### src/rtl/display_pkg.sv
// display_pkg
// Shared constants and FSM state type for the digit display / scroll logic.
//   ROW_PITCH      : pixel height of one display row (scroll distance per shift)
//   DIGITS_PER_ROW : digits shown in one row
//   NUM_ROWS       : rows visible on screen
//   BLANK_DIGIT    : code rendered as an empty digit cell
package display_pkg;

    localparam int         ROW_PITCH      = 150;
    localparam int         DIGITS_PER_ROW = 6;
    localparam int         NUM_ROWS       = 4;
    localparam logic [3:0] BLANK_DIGIT    = 4'hF;

    typedef enum logic [1:0] {
        IDLE   = 2'd0,
        SCROLL = 2'd1,
        SHIFT  = 2'd2
    } scroll_state_t;

endpackage

### src/rtl/digit_scroll_ctrl.sv
// digit_scroll_ctrl
// Digit entry and row-scroll controller for a four-row digit display.
// Digits are typed into row 1; a commit latches the verdict and scrolls the
// screen up by one row, pulling a new row in at the bottom.
//
// Build option: define SCROLL_ANIM_EN for a per-frame animated scroll.
// Without it, a commit shifts the rows straight away and o_displacement
// stays 0 (STEP and i_frame_tick are then unused).
//
// state  | meaning
// IDLE   | accepting digit entry, backspace and commit
// SCROLL | animating upward scroll, one STEP per frame tick
// SHIFT  | one-cycle row move, then back to IDLE
//
// Ports
//   i_clk, i_rst          clock, synchronous active-high reset
//   i_frame_tick          one-cycle pulse per video frame
//   i_digit_valid/i_digit digit strobe and value (0..9)
//   i_backspace           erase last entered digit
//   i_commit/i_correct    answer commit strobe and its verdict
//   i_next_row            six digits for the new bottom row, MSB nibble leftmost
//   o_ready               high while entry/commit are accepted
//   o_digit_showed        24 digits, index k at bits [95-4k -: 4]
//   o_correctness         bit0 row 0 verdict, bit1 verdict of the row in flight
//   o_displacement        vertical scroll offset in pixels
module digit_scroll_ctrl
    import display_pkg::*;
#(
    parameter int STEP = 10
) (
    input  logic        i_clk,
    input  logic        i_rst,
    input  logic        i_frame_tick,
    input  logic        i_digit_valid,
    input  logic [3:0]  i_digit,
    input  logic        i_backspace,
    input  logic        i_commit,
    input  logic        i_correct,
    input  logic [23:0] i_next_row,
    output logic        o_ready,
    output logic [95:0] o_digit_showed,
    output logic [1:0]  o_correctness,
    output logic [10:0] o_displacement
);

    localparam int         ROW_BITS   = DIGITS_PER_ROW * 4;
    localparam int         ALL_BITS   = NUM_ROWS * ROW_BITS;
    // Entry stops one short of the row width: the last cell of the entry
    // row is never written by typing.
    localparam logic [2:0] CURSOR_MAX = 3'(DIGITS_PER_ROW - 1);

    scroll_state_t       state, state_nxt;
    logic [2:0]          cursor, cursor_nxt;
    logic [ALL_BITS-1:0] digits, digits_nxt;
    logic [1:0]          corr, corr_nxt;
    logic [10:0]         disp, disp_nxt;
    logic                ready_q;

    // MSB position of entry-row cell 'pos' (global digit index 6+pos).
    function automatic int entry_msb(input logic [2:0] pos);
        return ALL_BITS - 1 - 4 * (DIGITS_PER_ROW + int'(pos));
    endfunction

`ifdef SCROLL_ANIM_EN
    localparam logic [11:0] STEP_W = 12'(STEP);
    logic [11:0] disp_sum;
    assign disp_sum = {1'b0, disp} + STEP_W;
`else
    logic unused_cfg;
    assign unused_cfg = ^{i_frame_tick, 32'(STEP), 32'(ROW_PITCH)};
`endif

    always_comb begin
        state_nxt  = state;
        cursor_nxt = cursor;
        digits_nxt = digits;
        corr_nxt   = corr;
        disp_nxt   = disp;
        case (state)
            IDLE: begin
                // A digit always takes priority over a same-cycle backspace,
                // even when the digit itself is dropped at a full row.
                if (i_digit_valid) begin
                    if (cursor < CURSOR_MAX) begin
                        digits_nxt[entry_msb(cursor) -: 4] = i_digit;
                        cursor_nxt = cursor + 3'd1;
                    end
                end else if (i_backspace && (cursor != 3'd0)) begin
                    digits_nxt[entry_msb(cursor - 3'd1) -: 4] = BLANK_DIGIT;
                    cursor_nxt = cursor - 3'd1;
                end
                if (i_commit) begin
                    corr_nxt[1] = i_correct;
`ifdef SCROLL_ANIM_EN
                    disp_nxt  = STEP_W[10:0];
                    state_nxt = SCROLL;
`else
                    state_nxt = SHIFT;
`endif
                end
            end
            SCROLL: begin
`ifdef SCROLL_ANIM_EN
                if (i_frame_tick) begin
                    // Shift instead of stepping onto or past a full row.
                    if (disp_sum >= 12'(ROW_PITCH)) begin
                        state_nxt = SHIFT;
                    end else begin
                        disp_nxt = disp_sum[10:0];
                    end
                end
`else
                state_nxt = IDLE;
`endif
            end
            SHIFT: begin
                digits_nxt = {digits[ALL_BITS-ROW_BITS-1:0], i_next_row};
                corr_nxt   = {1'b0, corr[1]};
                disp_nxt   = '0;
                cursor_nxt = '0;
                state_nxt  = IDLE;
            end
            default: state_nxt = IDLE;
        endcase
    end

    always_ff @(posedge i_clk) begin
        if (i_rst) begin
            state   <= IDLE;
            cursor  <= '0;
            digits  <= {(NUM_ROWS * DIGITS_PER_ROW){BLANK_DIGIT}};
            corr    <= '0;
            disp    <= '0;
            ready_q <= 1'b1;
        end else begin
            state   <= state_nxt;
            cursor  <= cursor_nxt;
            digits  <= digits_nxt;
            corr    <= corr_nxt;
            disp    <= disp_nxt;
            ready_q <= (state_nxt == IDLE);
        end
    end

    assign o_ready        = ready_q;
    assign o_digit_showed = digits;
    assign o_correctness  = corr;
    assign o_displacement = disp;

endmodule

### config.mk
export PLATFORM = sky130hd
export DESIGN_NAME = digit_scroll_ctrl
export DESIGN_NICKNAME = d
export VERILOG_FILES = /design/src/rtl/display_pkg.sv /design/src/rtl/digit_scroll_ctrl.sv
export SDC_FILE = /design/constraint.sdc
export NUM_CORES = 1
export LEC_CHECK = 0
export ABC_AREA = 0
export CAP_MARGIN = 20
export CELL_PAD_IN_SITES_DETAIL_PLACEMENT = 0
export CELL_PAD_IN_SITES_GLOBAL_PLACEMENT = 1
export CORE_MARGIN = 2
export CORE_UTILIZATION = 35
export CTS_BUF_LIST = sky130_fd_sc_hd__clkbuf_4 sky130_fd_sc_hd__clkbuf_8 sky130_fd_sc_hd__clkbuf_16
export CTS_CLUSTER_DIAMETER = 30
export DETAILED_ROUTE_END_ITERATION = 8
export PLACE_DENSITY = 0.9
export SYNTH_ARGS = -nofsm -noshare
export SYNTH_HDL_FRONTEND = slang
export SYNTH_SLANG_ARGS = --single-unit
export TNS_END_PERCENT = 50
### constraint.sdc
create_clock -name i_clk -period 3.6 [get_ports i_clk]
set_clock_uncertainty 0.15 [all_clocks]
set_input_delay 0.72 -clock i_clk [delete_from_list [all_inputs] [get_ports i_clk]]
set_output_delay 0.72 -clock i_clk [all_outputs]
set_load 0.01 [all_outputs]
==> results.cfg, run 1 <==
[global_routing]
grt_antenna_before_repair = 0
grt_max_degree = 82
number_of_global_route_vias_before_repair = 4870
grt_first_pass_wirelength_mm = 26.5
grt_util_all_layers_pct = 20.7
grt_remaining_overflow = 0

[clock_tree]
cts_max_level = 3
postCtsResizedCells = 0
cts_inserted_buffers = 9
ctsLongestPathBuffers = 2
clk_root_buffer_cell = sky130_fd_sc_hd__clkbuf_16
clkLatencyLatePin_ps = 350
cts_tree = yes
hold_buffers = 0
cts_post_setup_buffers_inserted = 0
clock_pin_transition_on_the_worst_setup_and_hold_timing_paths_ps = 70
number_of_clock_sinks = 104

[outcome]
status = finished, final reports clean

[worst_setup_path]
sort_of_element_at_the_end_of_the_critical_path = flop
timing.critical_path.required_ps = 3690
crit_fanout = 12
critPathLaunchType = flop
cp_arrival_ps = 3030
worst-setup-path-type = reg -> reg

[power_and_ir_drop]
power.share.clock_pct = 37.6
powerDensity_mw_per_mm2 = 408
power_switching_uw = 809
internal-power_uw = 2080
peakVddDrop_mv = 0.220
pwr-share-seq_pct = 43.4
switching_part_of_the_total_pct = 28.0
post-layout-total-power_uw = 2890
power.static_leakage_uw = 0.00271
power.combinational.fraction_pct = 19.0

[drt]
route.detailed.drc = 0
route.detailed.wl_per_inst_um = 17.8
detail_route.vias_per_cell = 5.56
drt-pass1-iter-count = 5
drt_wl_total_mm = 17.1
starting_drc_count_in_detailed_routing = 417
vias = 5318
route.antenna.remaining_nets = 0

[logic_synthesis]
synth_largest_area_cell = sky130_fd_sc_hd__dfxtp_1
seq_area_frac_synth_pct = 39.0
postSynthCellCount = 659
netlist.area_leader.share_pct = 39.0
asyncSetResetFlopFracSynth_pct = 0
cell_area_synth_mm2 = 0.00533
syn_area_per_cell_um2 = 8.09
synth_edf_count = 0
yosys_warnings = 0
postSynth.topFlopCell = sky130_fd_sc_hd__dfxtp_1
number_of_library_cell_types_mapped_by_synthesis = 51
ys_ff_latch = 104
synth_top_cells_by_area = sky130_fd_sc_hd__dfxtp_1 (39%), sky130_fd_sc_hd__a221o_1 (9.0%), sky130_fd_sc_hd__nand2_1 (7.4%)

[die]
ios = 145
die_ar_mm2 = 0.0162
floorplan.initialDensity_pct = 35.5
core_mm2 = 0.0150
die-width_um = 127
die_h_um = 127
row_count = 45

[finish]
layout.cells.most_common_list = sky130_fd_sc_hd__clkdlybuf4s50_1 (131), sky130_fd_sc_hd__nand2_1 (105), sky130_fd_sc_hd__dfxtp_1 (104)
layout_commonest_cell = sky130_fd_sc_hd__clkdlybuf4s50_1
filler_cell_count = 1465
final_antenna_diode_count = 0
final_layout_size_suffix_gt1_share_pct = 4.95
syn2layout_area_growth_pct = 32.6
finish.net_count = 810

[sta]
maxSlewHeadroom_pct = 33.2
worst_pin_slew_ps = 1000
final-max-slew-violation-count = 0
post-route-period-util_pct = 81.6
finalHoldViolCount = 0
rsz0062_at_grt = false
setup_total_negative_slack_ps = 0
max_fclk_ghz = 0.340
setup_violations = 0
period_minus_slack_ps = 2940

[placed_design]
place_hpwl_mm = 11.7
last_weighted_congestion_value_of_the_routability_driven_placer = 0.881
portBuffers = 132

[worst_hold_path]
holdCritPathClass = reg -> reg

[flow_run]
maxCapViolations = 0
layer usage:
| layer | vias up | part of all wire, % | GRT usage, % | routed length [µm] |
|---|---|---|---|---|
| li1 | 2618 | - | - | - |
| met1 | 2417 | 45 | 29.1 | 7700 |
| met2 | 249 | 43 | 30.0 | 7340 |
| met5 | - | 0 | 0 | 0 |
| met4 | 0 | 2.3 | 8.08 | 400 |
| met3 | 34 | 9.5 | 5.53 | 1620 |
worst max-delay path, stage by stage (launching register included):
cell and delay, ps:
sky130_fd_sc_hd__dfxtp_1 310, sky130_fd_sc_hd__inv_1 190, sky130_fd_sc_hd__ha_1 320, sky130_fd_sc_hd__xnor2_1 100, sky130_fd_sc_hd__ha_1 450, sky130_fd_sc_hd__nor4bb_1 460, sky130_fd_sc_hd__nor3_1 80, sky130_fd_sc_hd__or3_1 390
sky130_fd_sc_hd__a221o_1 370
power by group through the flow:
stage | Clock (µW) | Combinational [µW] | Sequential, µW
finish | 1090 | 549 | 1250
global route | 1150 | 594 | 1260
CTS | 1100 | 536 | 1250
detailed placement | 0 | 533 | 1280
global placement | 0 | 529 | 1280
floorplan | 0 | 299 | 1290
cell usage after synthesis, drive strengths merged (5+ instances only):
cell type  instances
nor2              58
o21ai             27
nand4             14
ha                12
buf               29
a211o             13
and3b             10
clkbuf            33
nand3             45
dfxtp            104
a221o             48
a31oi              7
and4               7
inv                9
a21oi             69
nand2            105
and4b              8
nor2b              5
kinds of logic after synthesis:
group | Yosys count | share of synthesized area, %
AND/OR/NAND/NOR | 279 | 26.0
AO/OA/AOI/OAI | 189 | 25.2
flip-flops | 104 | 39.0
buffers and inverters | 71 | 6.29
adder cells (fa/ha/maj) | 12 | 2.82
XOR/XNOR | 2 | 0.329
other | 1 | 0.0703
multiplexers | 1 | 0.188
per-stage QoR:
step,cell area [µm²],cells,worst slack [ps],hold WS (ps),util (%)
2_1_floorplan,5370,670,279,331,-
3_3_place_gp,6720,938,396,294,44.7
3_5_place_dp,6720,938,371,305,44.7
4_1_cts,7050,954,685,314,46.9
5_1_grt,7070,956,433,347,47.0
6_report,7070,956,661,311,47.0
state kept, by name, indices dropped and copies added (netlist names):
signal          count
o_digit_showed     96
cursor              3
o_correctness       2
state               2
o_ready             1
layout make-up:
cell class	instances	area (µm²)	share of cell area [%]
multi-input cells	495	2970	42.0
flip-flops and latches	104	2080	29.4
repair buffers	144	1420	20.1
clock buffers	10	239	3.38
well taps	188	235	3.33
clock inverters	6	90.1	1.27
inverters	9	33.8	0.478
worst paths after layout:
| kind | startpoint | to | slack (ps) | depth (start not counted) |
|---|---|---|---|---|
| worst min register to register | o_correctness[0]$_SDFFE_PP0P_ | o_correctness[0]$_SDFFE_PP0P_ | 310 | 2 |
| worst min-delay path | o_correctness[0]$_SDFFE_PP0P_ | o_correctness[0]$_SDFFE_PP0P_ | 310 | 2 |
| worst max register to register | cursor[1]$_SDFFE_PP0P_ | o_digit_showed[79]$_SDFFE_PP1P_ | 660 | 8 |
| worst max-delay path | cursor[1]$_SDFFE_PP0P_ | o_digit_showed[79]$_SDFFE_PP1P_ | 660 | 8 |
Power figures use the tool's default switching activity.
==> inputs of run 2 (changes only) <==
==> constraint.sdc (replaced) <==
create_clock -name i_clk -period 2.8 [get_ports i_clk]
set_clock_uncertainty 0.15 [all_clocks]
set_input_delay 0.56 -clock i_clk [delete_from_list [all_inputs] [get_ports i_clk]]
set_output_delay 0.56 -clock i_clk [all_outputs]
set_load 0.01 [all_outputs]
==> run 2 against run 1 <==
  * Sequential cell count is the same
  * Die area is the same
  * First-iteration DRC count grew 9.8%
  * Sequential share of layout area shrank 0.63 points
  * Utilization grew 1.1 points
  * Combinational power grew 39%
  * Global-route usage grew 0.25 points
==> results.cfg, run 2 (synthesis gave the netlist of run 1 again) <==
[clock_tree]
clock_pin_transition_on_the_worst_setup_and_hold_timing_paths_ps = 70
ctsLongestPathBuffers = 2
cts_post_setup_buffers_inserted = 0
cts_max_level = 3
cts_tree = yes
clk_root_buffer_cell = sky130_fd_sc_hd__clkbuf_16
cts_inserted_buffers = 9
number_of_clock_sinks = 104
clkLatencyLatePin_ps = 360

[drt]
starting_drc_count_in_detailed_routing = 458
vias = 5409
drt-pass1-iter-count = 6
route.detailed.wl_per_inst_um = 17.4
route.detailed.drc = 0
drt_wl_total_mm = 17.0
detail_route.vias_per_cell = 5.55
route.antenna.remaining_nets = 0

[power_and_ir_drop]
post-layout-total-power_uw = 3590
power.static_leakage_uw = 0.00279
peakVddDrop_mv = 0.290
powerDensity_mw_per_mm2 = 495

[global_routing]
grt_antenna_before_repair = 0
grt_remaining_overflow = 0
number_of_global_route_vias_before_repair = 4991
grt_max_degree = 50
use_met3_pct = 5.86
grt_util_all_layers_pct = 20.9
grt_first_pass_wirelength_mm = 26.9
grt_busiest_layer = met2
met1_global_route_usage_pct = 27.9
groute.layer.met2.usage_pct = 32.5

[sta]
final-max-slew-violation-count = 0
period_minus_slack_ps = 2670
finalHoldViolCount = 0
setup_violations = 0
maxSlewHeadroom_pct = 57.4
rsz0062_at_grt = false
final_critical_path_setup_slack_ps = 132
holdWs_ps = 308
worst_pin_slew_ps = 639
max_fclk_ghz = 0.375
post-route-period-util_pct = 95.3

[die]
die-width_um = 127
core_mm2 = 0.0150
die_ar_mm2 = 0.0162
row_count = 45
floorplan.initialDensity_pct = 35.5
ios = 145
die_h_um = 127

[finish]
final_layout_size_suffix_gt1_share_pct = 8.51
layout.cells.most_common_list = sky130_fd_sc_hd__clkdlybuf4s50_1 (131), sky130_fd_sc_hd__nand2_1 (105), sky130_fd_sc_hd__dfxtp_1 (102)
finish.net_count = 829
layout_commonest_cell = sky130_fd_sc_hd__clkdlybuf4s50_1
finish.utilization_pct = 48.2
filler_cell_count = 1460
layoutNonFillerInstCount = 975
final_antenna_diode_count = 0
largest_reg_flops = 96
syn2layout_area_growth_pct = 35.9

[worst_setup_path]
rr_startpoint = cursor[0]$_SDFFE_PP0P_
critPathCapture = o_digit_showed[73]$_SDFFE_PP1P_
cp-startpoint = cursor[0]$_SDFFE_PP0P_
reg2regPathDepth = 9
sort_of_element_at_the_end_of_the_critical_path = flop
timing.critical_path.required_ps = 2890
critPathLaunchType = flop
cp_arrival_ps = 2760
timing.reg2reg.setup_slack_ps = 130
crit_fanout = 7
r2r_end = o_digit_showed[73]$_SDFFE_PP1P_
worst-setup-path-type = reg -> reg

[placed_design]
portBuffers = 132
last_weighted_congestion_value_of_the_routability_driven_placer = 0.867
place_hpwl_mm = 12.3
placed_cells = 958
worst_setup_timing_slack_at_the_placement_stage_ps = -108

[flow_run]
maxCapViolations = 0

[outcome]
status = finished, final reports clean

[worst_hold_path]
holdCritPathClass = reg -> reg
[run 2: cell count changes in the layout (fill, tap and decap cells not counted), moves of 2 or more]
cell / before / now
sky130_fd_sc_hd__a31oi_1: 7 / 5
sky130_fd_sc_hd__a31oi_2: 0 / 2
sky130_fd_sc_hd__buf_12: 1 / 3
sky130_fd_sc_hd__buf_4: 11 / 28
sky130_fd_sc_hd__bufinv_16: 2 / 0
sky130_fd_sc_hd__dfxtp_1: 104 / 102
sky130_fd_sc_hd__ha_1: 12 / 10
sky130_fd_sc_hd__ha_2: 0 / 2
[run 2: metal layers]
| metal | up-vias | share of wire, % |
|---|---|---|
| li1 | 2669 | - |
| met1 | 2490 | 45 |
| met2 | 225 | 45 |
| met3 | 25 | 8.6 |
| met4 | 0 | 1.6 |
| met5 | - | 0 |
[run 2: worst min path at each step]
stage,end,slack [ps],start,cells past startpoint
2_1_floorplan,o_correctness[0]$_SDFFE_PP0P_,330,o_correctness[0]$_SDFFE_PP0P_,2
3_3_place_gp,o_correctness[0]$_SDFFE_PP0P_,290,o_correctness[0]$_SDFFE_PP0P_,2
3_5_place_dp,o_correctness[0]$_SDFFE_PP0P_,300,o_correctness[0]$_SDFFE_PP0P_,2
4_1_cts,o_correctness[0]$_SDFFE_PP0P_,310,o_correctness[0]$_SDFFE_PP0P_,2
5_1_grt,o_correctness[0]$_SDFFE_PP0P_,340,o_correctness[0]$_SDFFE_PP0P_,2
6_report,o_correctness[0]$_SDFFE_PP0P_,310,o_correctness[0]$_SDFFE_PP0P_,2
[run 2: what timing repair did]
action	4_1_cts	5_1_grt
gates resized for setup	0	5
hold buffers	0	0
hold endpoints to repair	0	0
endpoints found under the setup margin	0	24
[run 2: per-stage QoR]
stage          TNS, ps  instance area, µm²
2_1_floorplan        0                5430
3_3_place_gp     -20.7                6920
3_5_place_dp     -2770                6920
4_1_cts              0                7200
5_1_grt              0                7240
6_report             0                7240
[run 2: report_power, final]
part           leakage, µW  switching [µW]  total, µW  internal, µW
Clock             0.000135             580       1210           629
Combinational      0.00180             410        765           355
Sequential        0.000850            61.8       1610          1550
Total              0.00279            1050       3590          2530
[run 2: area by class of cell]
| type | instances | area [µm²] | share of cell area [%] |
|---|---|---|---|
| clock buffer | 10 | 239 | 3.30 |
| clock inverter | 6 | 42.5 | 0.587 |
| inverter | 9 | 33.8 | 0.466 |
| multi-input combinational | 495 | 3020 | 41.7 |
| sequential | 104 | 2090 | 28.8 |
| tap | 188 | 235 | 3.25 |
| timing repair buffer | 163 | 1590 | 21.9 |
[run 2: worst max-delay path, cell delays in order, from the launching register on]
cell and delay [ps]:
sky130_fd_sc_hd__dfxtp_4 350, sky130_fd_sc_hd__inv_2 90, sky130_fd_sc_hd__ha_2 200, sky130_fd_sc_hd__xnor2_1 130, sky130_fd_sc_hd__ha_2 340, sky130_fd_sc_hd__buf_4 180
sky130_fd_sc_hd__inv_1 100, sky130_fd_sc_hd__a41oi_1 270, sky130_fd_sc_hd__a211o_1 400, sky130_fd_sc_hd__a221o_1 360
==> inputs of run 3 (changes only) <==
--- a/config.mk
+++ b/config.mk
@@ -14,7 +14,9 @@
 export CTS_BUF_LIST = sky130_fd_sc_hd__clkbuf_4 sky130_fd_sc_hd__clkbuf_8 sky130_fd_sc_hd__clkbuf_16
 export CTS_CLUSTER_DIAMETER = 30
 export DETAILED_ROUTE_END_ITERATION = 8
+export GPL_ROUTABILITY_DRIVEN = 0
 export PLACE_DENSITY = 0.9
+export SKIP_LAST_GASP = 1
 export SYNTH_ARGS = -nofsm -noshare
 export SYNTH_HDL_FRONTEND = slang
 export SYNTH_SLANG_ARGS = --single-unit
==> results of run 3 <==
The final DEF is identical to that of run 2; final timing and power are the same.
